===== config.mk =====
export PLATFORM = sky130hd
export DESIGN_NAME = multicycle_control_flat
export DESIGN_NICKNAME = d
export VERILOG_FILES = /design/src/rtl/cpu_types_pkg.sv /design/src/rtl/multicycle_control_if.sv /design/src/rtl/multicycle_control.sv /design/src/flat_wrapper.sv
export SDC_FILE = /design/constraint.sdc
export NUM_CORES = 1
export LEC_CHECK = 0
export ABC_AREA = 1
export BUFFER_PORTS_ARGS = -buffer_cell sky130_fd_sc_hd__buf_2
export CAP_MARGIN = 40
export CORE_UTILIZATION = 50
export DETAILED_ROUTE_END_ITERATION = 6
export GPL_ROUTABILITY_DRIVEN = 0
export PLACE_DENSITY_LB_ADDON = 0.1
export SETUP_SLACK_MARGIN = 0.4
export SLEW_MARGIN = 15
export SYNTH_ARGS = -nofsm -noshare
export SYNTH_HDL_FRONTEND = slang
export SYNTH_SLANG_ARGS = --single-unit

===== constraint.sdc =====
create_clock -name CLK -period 2.62 [get_ports CLK]
set_clock_uncertainty 0.15 [all_clocks]
set_input_delay 0.655 -clock CLK [delete_from_list [all_inputs] [get_ports CLK]]
set_output_delay 0.655 -clock CLK [all_outputs]
set_load 0.1 [all_outputs]

===== src/rtl/cpu_types_pkg.sv =====
`default_nettype none
// ============================================================================
//  Package     : cpu_types_pkg
//  Description : Shared CPU types. Holds the ALU operation encoding that the
//                control unit drives and the datapath ALU decodes.
//  Revision    : 1.0 - initial release
// ============================================================================
package cpu_types_pkg;

  typedef enum logic [3:0] {
    ALU_SLL  = 4'd0,
    ALU_SRL  = 4'd1,
    ALU_ADD  = 4'd2,
    ALU_SUB  = 4'd3,
    ALU_AND  = 4'd4,
    ALU_OR   = 4'd5,
    ALU_XOR  = 4'd6,
    ALU_NOR  = 4'd7,
    ALU_SLT  = 4'd8,
    ALU_SLTU = 4'd9
  } aluop_t;

endpackage : cpu_types_pkg
`default_nettype wire


===== src/rtl/multicycle_control_if.sv =====
`default_nettype none
// ============================================================================
//  Interface   : multicycle_control_if
//  Description : Memory handshake between the multicycle control unit and
//                the instruction/data memories.
//  Ports       : iREN  - instruction read enable   (control -> memory)
//                dREN  - data read enable          (control -> memory)
//                dWEN  - data write enable         (control -> memory)
//                ihit  - instruction access done   (memory  -> control)
//                dhit  - data access done          (memory  -> control)
//  Revision    : 1.0 - initial release
// ============================================================================
interface multicycle_control_if;
  logic iREN;
  logic dREN;
  logic dWEN;
  logic ihit;
  logic dhit;

  modport master (output iREN, output dREN, output dWEN,
                  input  ihit, input  dhit);
  modport slave  (input  iREN, input  dREN, input  dWEN,
                  output ihit, output dhit);
endinterface : multicycle_control_if
`default_nettype wire


===== src/rtl/multicycle_control.sv =====
`default_nettype none
// ============================================================================
//  Module      : multicycle_control
//  Description : Control FSM for a multicycle MIPS-subset CPU. Walks each
//                instruction through FETCH/DECODE/EXEC/MEM/WB, decodes all
//                datapath enables combinationally, bounds every memory wait
//                with a timeout, and counts retired instructions.
//  Ports       : CLK, nRST      - clock, asynchronous active-low reset
//                mem            - memory handshake (iREN/dREN/dWEN, ihit/dhit)
//                instruction    - instruction register contents
//                alu_zf         - ALU zero flag (branch resolution)
//                IRWr..ExtOp    - datapath enables
//                RegDst, MemToReg, ALUSrc, PCSrc, ALUctr - datapath selects
//                halt, mem_err  - stop indications
//                state          - current FSM state (debug)
//                retired        - retired-instruction count
//  Revision    : 1.0 - initial release
// ============================================================================
module multicycle_control
  import cpu_types_pkg::*;
#(
  parameter int TIMEOUT_CYC = 16,
  parameter int CNT_W       = 32
) (
  input  logic                 CLK,
  input  logic                 nRST,
  multicycle_control_if.master mem,
  input  logic [31:0]          instruction,
  input  logic                 alu_zf,
  output logic                 IRWr,
  output logic                 PCWr,
  output logic                 RegWr,
  output logic                 ExtOp,
  output logic [1:0]           RegDst,
  output logic [1:0]           MemToReg,
  output logic [1:0]           ALUSrc,
  output logic [2:0]           PCSrc,
  output aluop_t               ALUctr,
  output logic                 halt,
  output logic                 mem_err,
  output logic [2:0]           state,
  output logic [CNT_W-1:0]     retired
);

  typedef enum logic [2:0] {
    FETCH  = 3'd0,
    DECODE = 3'd1,
    EXEC   = 3'd2,
    MEM    = 3'd3,
    WB     = 3'd4,
    HALT   = 3'd5,
    ERROR  = 3'd6
  } state_t;

  localparam logic [7:0] WAIT_LAST = 8'(TIMEOUT_CYC - 1);

  localparam logic [5:0] OP_RTYPE = 6'h00;
  localparam logic [5:0] OP_J     = 6'h02;
  localparam logic [5:0] OP_JAL   = 6'h03;
  localparam logic [5:0] OP_BEQ   = 6'h04;
  localparam logic [5:0] OP_BNE   = 6'h05;
  localparam logic [5:0] OP_LW    = 6'h23;
  localparam logic [5:0] OP_SW    = 6'h2B;
  localparam logic [5:0] OP_HALT  = 6'h3F;
  localparam logic [5:0] FN_JR    = 6'h08;

  state_t            state_q, state_d;
  logic [7:0]        wait_cnt_q, wait_cnt_d;
  logic [CNT_W-1:0]  retired_q, retired_d;

  logic              iren, dren, dwen;

  // Instruction fields
  logic [5:0] opcode;
  logic [5:0] funct;
  logic       is_rtype, is_jr, is_lw, is_sw, is_branch;
  assign opcode    = instruction[31:26];
  assign funct     = instruction[5:0];
  assign is_rtype  = (opcode == OP_RTYPE);
  assign is_jr     = is_rtype && (funct == FN_JR);
  assign is_lw     = (opcode == OP_LW);
  assign is_sw     = (opcode == OP_SW);
  assign is_branch = (opcode == OP_BEQ) || (opcode == OP_BNE);

  // Register/immediate fields are consumed by the datapath, not here.
  logic unused_instr_bits;
  assign unused_instr_bits = &{1'b0, instruction[25:6]};

  // Static ALU decode; only presented on the outputs in EXEC and WB.
  aluop_t     dec_alu;
  logic [1:0] dec_src;
  logic       dec_ext;
  logic       dec_valid;

  always_comb begin
    dec_alu   = ALU_ADD;
    dec_src   = 2'd0;
    dec_ext   = 1'b0;
    dec_valid = 1'b1;
    case (opcode)
      OP_RTYPE: begin
        case (funct)
          6'h00:   dec_alu = ALU_SLL;
          6'h02:   dec_alu = ALU_SRL;
          FN_JR:   dec_alu = ALU_ADD;
          6'h21:   dec_alu = ALU_ADD;
          6'h23:   dec_alu = ALU_SUB;
          6'h24:   dec_alu = ALU_AND;
          6'h25:   dec_alu = ALU_OR;
          6'h26:   dec_alu = ALU_XOR;
          6'h27:   dec_alu = ALU_NOR;
          6'h2A:   dec_alu = ALU_SLT;
          6'h2B:   dec_alu = ALU_SLTU;
          default: dec_valid = 1'b0;
        endcase
      end
      OP_J, OP_JAL: dec_valid = 1'b1;
      OP_BEQ, OP_BNE: begin
        dec_alu = ALU_SUB;
        dec_ext = 1'b1;
      end
      6'h09: begin dec_alu = ALU_ADD;  dec_src = 2'd1; dec_ext = 1'b1; end
      6'h0A: begin dec_alu = ALU_SLT;  dec_src = 2'd1; dec_ext = 1'b1; end
      6'h0B: begin dec_alu = ALU_SLTU; dec_src = 2'd1; dec_ext = 1'b1; end
      6'h0C: begin dec_alu = ALU_AND;  dec_src = 2'd1; end
      6'h0D: begin dec_alu = ALU_OR;   dec_src = 2'd1; end
      6'h0E: begin dec_alu = ALU_XOR;  dec_src = 2'd1; end
      6'h0F: begin dec_alu = ALU_OR;   dec_src = 2'd2; end
      OP_LW, OP_SW: begin
        dec_alu = ALU_ADD;
        dec_src = 2'd1;
        dec_ext = 1'b1;
      end
      default: dec_valid = 1'b0;
    endcase
  end

  // Next-state and output decode
  always_comb begin
    state_d  = state_q;
    iren     = 1'b0;
    dren     = 1'b0;
    dwen     = 1'b0;
    IRWr     = 1'b0;
    PCWr     = 1'b0;
    RegWr    = 1'b0;
    ExtOp    = 1'b0;
    RegDst   = 2'd0;
    MemToReg = 2'd0;
    ALUSrc   = 2'd0;
    PCSrc    = 3'd0;
    ALUctr   = ALU_ADD;
    halt     = 1'b0;
    mem_err  = 1'b0;

    case (state_q)
      FETCH: begin
        iren = 1'b1;
        if (mem.ihit) begin
          IRWr    = 1'b1;
          state_d = DECODE;
        end else if (wait_cnt_q == WAIT_LAST) begin
          state_d = ERROR;
        end
      end

      DECODE: begin
        if (opcode == OP_HALT) begin
          state_d = HALT;
        end else if (opcode == OP_J) begin
          PCWr    = 1'b1;
          PCSrc   = 3'd2;
          state_d = FETCH;
        end else if (opcode == OP_JAL) begin
          PCWr     = 1'b1;
          PCSrc    = 3'd2;
          RegWr    = 1'b1;
          RegDst   = 2'd2;
          MemToReg = 2'd2;
          state_d  = FETCH;
        end else if (!dec_valid) begin
          state_d = HALT;
        end else begin
          state_d = EXEC;
        end
      end

      EXEC: begin
        ALUctr = dec_alu;
        ALUSrc = dec_src;
        ExtOp  = dec_ext;
        if (is_branch) begin
          PCWr = 1'b1;
          // BEQ taken on zero, BNE taken on non-zero
          if ((opcode == OP_BEQ) == alu_zf) PCSrc = 3'd1;
          state_d = FETCH;
        end else if (is_jr) begin
          PCWr    = 1'b1;
          PCSrc   = 3'd3;
          state_d = FETCH;
        end else if (is_lw || is_sw) begin
          state_d = MEM;
        end else begin
          state_d = WB;
        end
      end

      MEM: begin
        dren = is_lw;
        dwen = !is_lw;
        if (mem.dhit) begin
          if (is_lw) begin
            state_d = WB;
          end else begin
            PCWr    = 1'b1;
            state_d = FETCH;
          end
        end else if (wait_cnt_q == WAIT_LAST) begin
          state_d = ERROR;
        end
      end

      WB: begin
        ALUctr   = dec_alu;
        ALUSrc   = dec_src;
        ExtOp    = dec_ext;
        RegWr    = 1'b1;
        PCWr     = 1'b1;
        RegDst   = is_rtype ? 2'd1 : 2'd0;
        MemToReg = is_lw    ? 2'd1 : 2'd0;
        state_d  = FETCH;
      end

      HALT: halt = 1'b1;

      ERROR: begin
        halt    = 1'b1;
        mem_err = 1'b1;
      end

      default: state_d = FETCH;
    endcase
  end

  // The counter only runs while parked in FETCH or MEM; any transition
  // (including entry into those states) restarts it from zero.
  always_comb begin
    wait_cnt_d = 8'd0;
    if (((state_q == FETCH) || (state_q == MEM)) && (state_d == state_q))
      wait_cnt_d = wait_cnt_q + 8'd1;
  end

  always_comb begin
    retired_d = retired_q;
    if ((state_d == FETCH) && (state_q != FETCH))
      retired_d = retired_q + CNT_W'(1);
  end

  always_ff @(posedge CLK or negedge nRST) begin
    if (!nRST) begin
      state_q    <= FETCH;
      wait_cnt_q <= 8'd0;
      retired_q  <= '0;
    end else begin
      state_q    <= state_d;
      wait_cnt_q <= wait_cnt_d;
      retired_q  <= retired_d;
    end
  end

  assign mem.iREN = iren;
  assign mem.dREN = dren;
  assign mem.dWEN = dwen;
  assign state    = state_q;
  assign retired  = retired_q;

endmodule : multicycle_control
`default_nettype wire


===== src/flat_wrapper.sv =====
// flat-port wrapper written by rule: the top's interface ports become plain ports
module multicycle_control_flat import cpu_types_pkg::*;
#(
  parameter int TIMEOUT_CYC = 16,
  parameter int CNT_W       = 32
)
  (CLK, nRST, instruction, alu_zf, IRWr, PCWr, RegWr, ExtOp, RegDst, MemToReg, ALUSrc, PCSrc, ALUctr, halt, mem_err, state, retired, mem_iREN, mem_dREN, mem_dWEN, mem_ihit, mem_dhit);
  multicycle_control_if mem_i ();
  input  logic CLK;
  input  logic nRST;
  input  logic [31:0] instruction;
  input  logic alu_zf;
  output logic IRWr;
  output logic PCWr;
  output logic RegWr;
  output logic ExtOp;
  output logic [1:0] RegDst;
  output logic [1:0] MemToReg;
  output logic [1:0] ALUSrc;
  output logic [2:0] PCSrc;
  output aluop_t ALUctr;
  output logic halt;
  output logic mem_err;
  output logic [2:0] state;
  output logic [CNT_W-1:0] retired;
  output wire logic [$bits(mem_i.iREN)-1:0] mem_iREN;
  output wire logic [$bits(mem_i.dREN)-1:0] mem_dREN;
  output wire logic [$bits(mem_i.dWEN)-1:0] mem_dWEN;
  input wire logic [$bits(mem_i.ihit)-1:0] mem_ihit;
  input wire logic [$bits(mem_i.dhit)-1:0] mem_dhit;
  assign mem_iREN = mem_i.iREN;
  assign mem_dREN = mem_i.dREN;
  assign mem_dWEN = mem_i.dWEN;
  assign mem_i.ihit = mem_ihit;
  assign mem_i.dhit = mem_dhit;
  multicycle_control #(.TIMEOUT_CYC(TIMEOUT_CYC), .CNT_W(CNT_W)) u_core (.CLK(CLK), .nRST(nRST), .mem(mem_i), .instruction(instruction), .alu_zf(alu_zf), .IRWr(IRWr), .PCWr(PCWr), .RegWr(RegWr), .ExtOp(ExtOp), .RegDst(RegDst), .MemToReg(MemToReg), .ALUSrc(ALUSrc), .PCSrc(PCSrc), .ALUctr(ALUctr), .halt(halt), .mem_err(mem_err), .state(state), .retired(retired));
endmodule

==> results by group, run 1 <==
Yosys
  • Synth area leaders: dfrtp_1 (34%), nand2_1 (15%), inv_1 (6.4%), xor2_1 (6.4%), nor2_1 (5.8%)
  • Asr flop ratio synth: 1.000
  • Top-count cell post-synth: nand2_1
  • Seq/Total Area, Yosys: 0.3403
  • Post-synth top area share: 0.3403
  • Synth cell count leaders: nand2_1 (128), inv_1 (54), nor2_1 (49)
  • Post-synth EDFFs: 0
  • Post-Syn Nets: 500
  • Post-Synthesis Cells: 461
  • Syn Area/Cell: between 6 and 7 µm²
  • Biggest area consumer among synthesized cells: dfrtp_1
  • Post-Syn Area: 3162 µm²
  • Distinct cell type count after synthesis: 38
  • Synthesis-stage register bit count: between 40 and 50
  • Most used DFF post-synth: dfrtp_1
  • Warnings, synthesis: 0

Clocking
  • Root buffer cell: clkbuf_8
  • Clock sink total: 43
  • Htree depth: 2
  • CTS Hold Bufs: 0
  • Num CTS Buffers: 5
  • Longest Clk Path Bufs: 2

Global route
  • Total grt overflow: 12
  • Largest net degree at the start of global routing: 27
  • Gr usage total: 0.6280

Floorplan
  • Row count: 28
  • I/O pin cnt: 94
  • Initial Utilization: 0.5247
  • Die Span Y: ~82 µm
  • Die width: ~80 µm

Status
  • Status: stopped before the end
  • Error: [ERROR GRT-0232] Routing congestion too high. Check the congestion heatmap in the GUI.
  • Stopped at: global routing (5_1_grt)

Placement
  • I/O Buffers: 72
  • Post-DP Area: 4300 µm²
  • Post-DP HPWL: roughly 6900 µm

STA
  • Kind of the worst endpoint: primary output
  • Worst_ep grt: ALUctr[0]
[what timing repair did]
action	CTS
gates cloned	6
setup endpoints to repair	33
buffers inserted	31
resized for setup	170
pin swaps	56
[stage by stage]
stage	worst slack (ns)	hold slack, ns	cells
floorplan	-0.3366	0.2094	461
global placement	-0.1575	0.3078	637
detailed placement	-0.2225	0.3127	637
CTS	-0.06764	0.1350	682
[layer usage]
layer | overflow | GRT usage
met1 | 0 | 0.6623
met2 | 4 | 0.8642
met3 | 0 | 0.3322
met4 | 8 | 0.6429
met5 | 0 | 0
[kinds of logic after synthesis]
family / count (synthesis) / synth area share
AO/OA/AOI/OAI: 50 / 0.08746
XOR/XNOR: 26 / 0.07440
adder cells (fa/ha/maj): 2 / 0.007913
buffers and inverters: 68 / 0.09379
flip-flops: 43 / 0.3403
other: 1 / 0.001186
AND/OR/NAND/NOR: 271 / 0.3949
==> inputs of run 2 (changes only) <==
--- a/config.mk
+++ b/config.mk
@@ -8,11 +8,10 @@
 export ABC_AREA = 1
 export BUFFER_PORTS_ARGS = -buffer_cell sky130_fd_sc_hd__buf_2
 export CAP_MARGIN = 40
-export CORE_UTILIZATION = 50
+export CORE_UTILIZATION = 35
 export DETAILED_ROUTE_END_ITERATION = 6
 export GPL_ROUTABILITY_DRIVEN = 0
-export PLACE_DENSITY_LB_ADDON = 0.1
-export SETUP_SLACK_MARGIN = 0.4
+export PLACE_DENSITY_LB_ADDON = 0.15
 export SLEW_MARGIN = 15
 export SYNTH_ARGS = -nofsm -noshare
 export SYNTH_HDL_FRONTEND = slang
==> run 2 against run 1 <==
Against the previous run: the flow now finishes, with violations (setup timing); synthesized cell count did not move; synthesized area stayed put.
==> results by group, run 2 <==
Setup path
  • R2R depth: 10
  • CP startpoint kind: input pin
  • Reg2reg end: u_core.retired[30]$_DFFE_PN0P_
  • R2R Setup Slk: 0.29 ns
  • CP Class: in2out
  • Critical Path AT: approximately 1.9 ns
  • CP max FO: 3
  • Critical path required time: around 1.8 ns
  • Critical Path Sink Type: primary output
  • Critical register-to-register path startpoint: u_core.retired[0]$_DFFE_PN0P_

Finish
  • Most common cell after layout, fill and taps aside: nand2_1
  • Most frequent cells in the layout: nand2_1 (108), buf_2 (48), buf_4 (47)
  • Core Util, Final: 0.5669
  • Diode count: 0
  • Area growth from synthesis to layout: 56.35%
  • Number of nets in the layout: 632
  • Fillers: about 800
  • Max FFs per register: 32
  • Share of cells above drive strength 1: 0.4040

Yosys
  • Post-synth EDFFs: 0 (unchanged)
  • Warnings, synthesis: 0 (unchanged)
  • Synth cell count leaders: nand2_1 (128), inv_1 (54), nor2_1 (49)
  • Post-synth top area share: 0.3403 (unchanged)
  • Top-count cell post-synth: nand2_1
  • Asr flop ratio synth: 1.000 (unchanged)
  • Synthesis-stage register bit count: 43 (unchanged)
  • Syn Area/Cell: 6.859 µm² (unchanged)
  • Post-Syn Area: 3162 µm² (unchanged)
  • Synth area leaders: dfrtp_1 (34%), nand2_1 (15%), inv_1 (6.4%), xor2_1 (6.4%), nor2_1 (5.8%)
  • Distinct cell type count after synthesis: 38 (unchanged)
  • Biggest area consumer among synthesized cells: dfrtp_1
  • Post-Synthesis Cells: 461 (unchanged)
  • Post-Syn Nets: 500 (unchanged)
  • Seq/Total Area, Yosys: 0.3403 (unchanged)
  • Most used DFF post-synth: dfrtp_1

Placement
  • Post-DP HPWL: 7160 µm (+4.0%)
  • I/O Buffers: 72 (unchanged)

Floorplan
  • DIE AREA: roughly 9400 µm²
  • I/O pin cnt: 94 (unchanged)
  • Initial Utilization: 0.3626 (-0.1622)
  • Die width: 97.05 µm (+19%)
  • Area of the core: 8721 µm²
  • Row count: 34 (+21%)
  • Die Span Y: 97.05 µm (+19%)

Power and ir drop
  • Final Total Pwr: approximately 5 mW
  • Leakage power: between 2 and 2.5 nW
  • Max VDD drop: between 0.7 and 0.8 mV
  • Pwr/cell area: about 1000 nW/µm²

Global route
  • Vias in the first global route: approximately 3,400
  • Initial antenna violation count: 0
  • Total grt overflow: 0
  • First-pass GRT wire length: approximately 16,000 µm
  • Largest net degree at the start of global routing: 29
  • Gr usage total: 0.1999

STA
  • Worst slew pin tran: 0.5075 ns
  • Fin crit share: 1.029
  • Final hold slack: approximately 0.17 ns
  • Shortest period the worst path allows: between 2 and 3 ns
  • Fmax: between 0.3 and 0.4 GHz
  • PnR worst setup slack: -0.07564 ns
  • Final Max Slew Viols: 0
  • RSZ-0062 raised after global routing: true
  • # setup viols final: 4
  • Hold Violations, Final: 0
  • Rel. slew slack: 0.6617

Clocking
  • CTS tree: done
  • Num CTS Buffers: 5 (unchanged)
  • Clock sink total: 43 (unchanged)
  • Clk pin slew, worst setup/hold paths: approximately 0.09 ns
  • Worst-Skew Late Latency: roughly 0.3 ns
  • Root buffer cell: clkbuf_8
  • Htree depth: 2 (unchanged)
  • Longest Clk Path Bufs: 2 (unchanged)

Routing
  • Via count: about 3,600
  • Drt wl/cell: 14.17 µm
  • WL final: about 9900 µm
  • Iter 0 DRT Violations: around 150
  • # DRC: 0
  • Detailed Routing Iterations Pass 1: 4
  • ANT nets after route: 0
  • Routed vias/inst: around 5.1

Status
  • Status: finished, violations left
  • Failing checks: setup timing

Run
  • Max capacitance violation total: 0

Min path
  • Worst min path class: in2async
-- run 2: cell families after synthesis --
| family | synth area share |
|---|---|
| adder cells (fa/ha/maj) | 0.007913 |
| other | 0.001186 |
| buffers and inverters | 0.09379 |
| XOR/XNOR | 0.07440 |
| AO/OA/AOI/OAI | 0.08746 |
| AND/OR/NAND/NOR | 0.3949 |
| flip-flops | 0.3403 |
-- run 2: report_power, final --
| part | internal (mW) | total, mW | switching [mW] |
|---|---|---|---|
| sequential | 0.805 | 0.988 | 0.183 |
| clock | 0.187 | 0.427 | 0.240 |
| combinational | 1.13 | 3.53 | 2.40 |
| total | 2.12 | 4.94 | 2.83 |
-- run 2: critical path, cell delays in order --
cell     delay, ns
buf_6         0.11
nor2_4        0.13
nand2_1       0.10
o21ai_2       0.19
inv_2         0.07
a21oi_2       0.17
o21ai_2       0.09
a21oi_4       0.18
buf_12        0.19
-- run 2: worst max path at each step --
stage	end	from	cells past startpoint	slack, ns
2_1_floorplan	ALUSrc[1]	u_core.state[1]$_DFF_PN0_	5	-0.37
3_3_place_gp	ALUctr[1]	instruction[4]	12	-0.20
3_5_place_dp	ALUctr[1]	instruction[4]	12	-0.26
4_1_cts	ALUctr[0]	instruction[3]	11	-0.06
5_1_grt	ALUctr[0]	instruction[2]	11	-0.15
6_report	ALUctr[0]	instruction[4]	9	-0.08
-- run 2: area by class of cell --
| type | instances | area [µm²] | share of cell area |
|---|---|---|---|
| clock buffers | 6 | 72.57 | 0.01468 |
| clock inverters | 2 | 12.51 | 0.002531 |
| inverters | 59 | 231.5 | 0.04682 |
| multi-input cells | 350 | 2123 | 0.4295 |
| flip-flops and latches | 43 | 1090 | 0.2205 |
| well taps | 108 | 135.1 | 0.02733 |
| repair buffers | 134 | 1279 | 0.2587 |
-- run 2: what timing repair did --
item / 4_1_cts / 5_1_grt
pin swaps: 20 / 23
cloned: 0 / 6
gates resized for setup: 41 / 45
setup endpoints to repair: 9 / 50
buffers inserted: 12 / 5
hold buffers: 0 / 0
-- run 2: stage by stage --
step / setup slack, ns / cells / setup TNS (ns) / instance area, µm²
2_1_floorplan: -0.3669 / 461 / -3.335 / 3371
3_3_place_gp: -0.1989 / 672 / -0.5984 / 4357
3_5_place_dp: -0.2600 / 672 / -0.7140 / 4357
4_1_cts: -0.06334 / 691 / -0.1581 / 4661
5_1_grt: -0.1545 / 702 / -0.6038 / 4943
6_report: -0.07564 / 702 / -0.1659 / 4943
-- run 2: routing by layer --
layer  global-route usage  part of all wire  wire (µm)
met5                    0                 0          0
met2               0.3359              0.48       4798
met3              0.03324             0.057        571
met4              0.04363             0.013        129
met1               0.2693              0.45       4449
No activity file was read; power rests on OpenSTA's default activity.
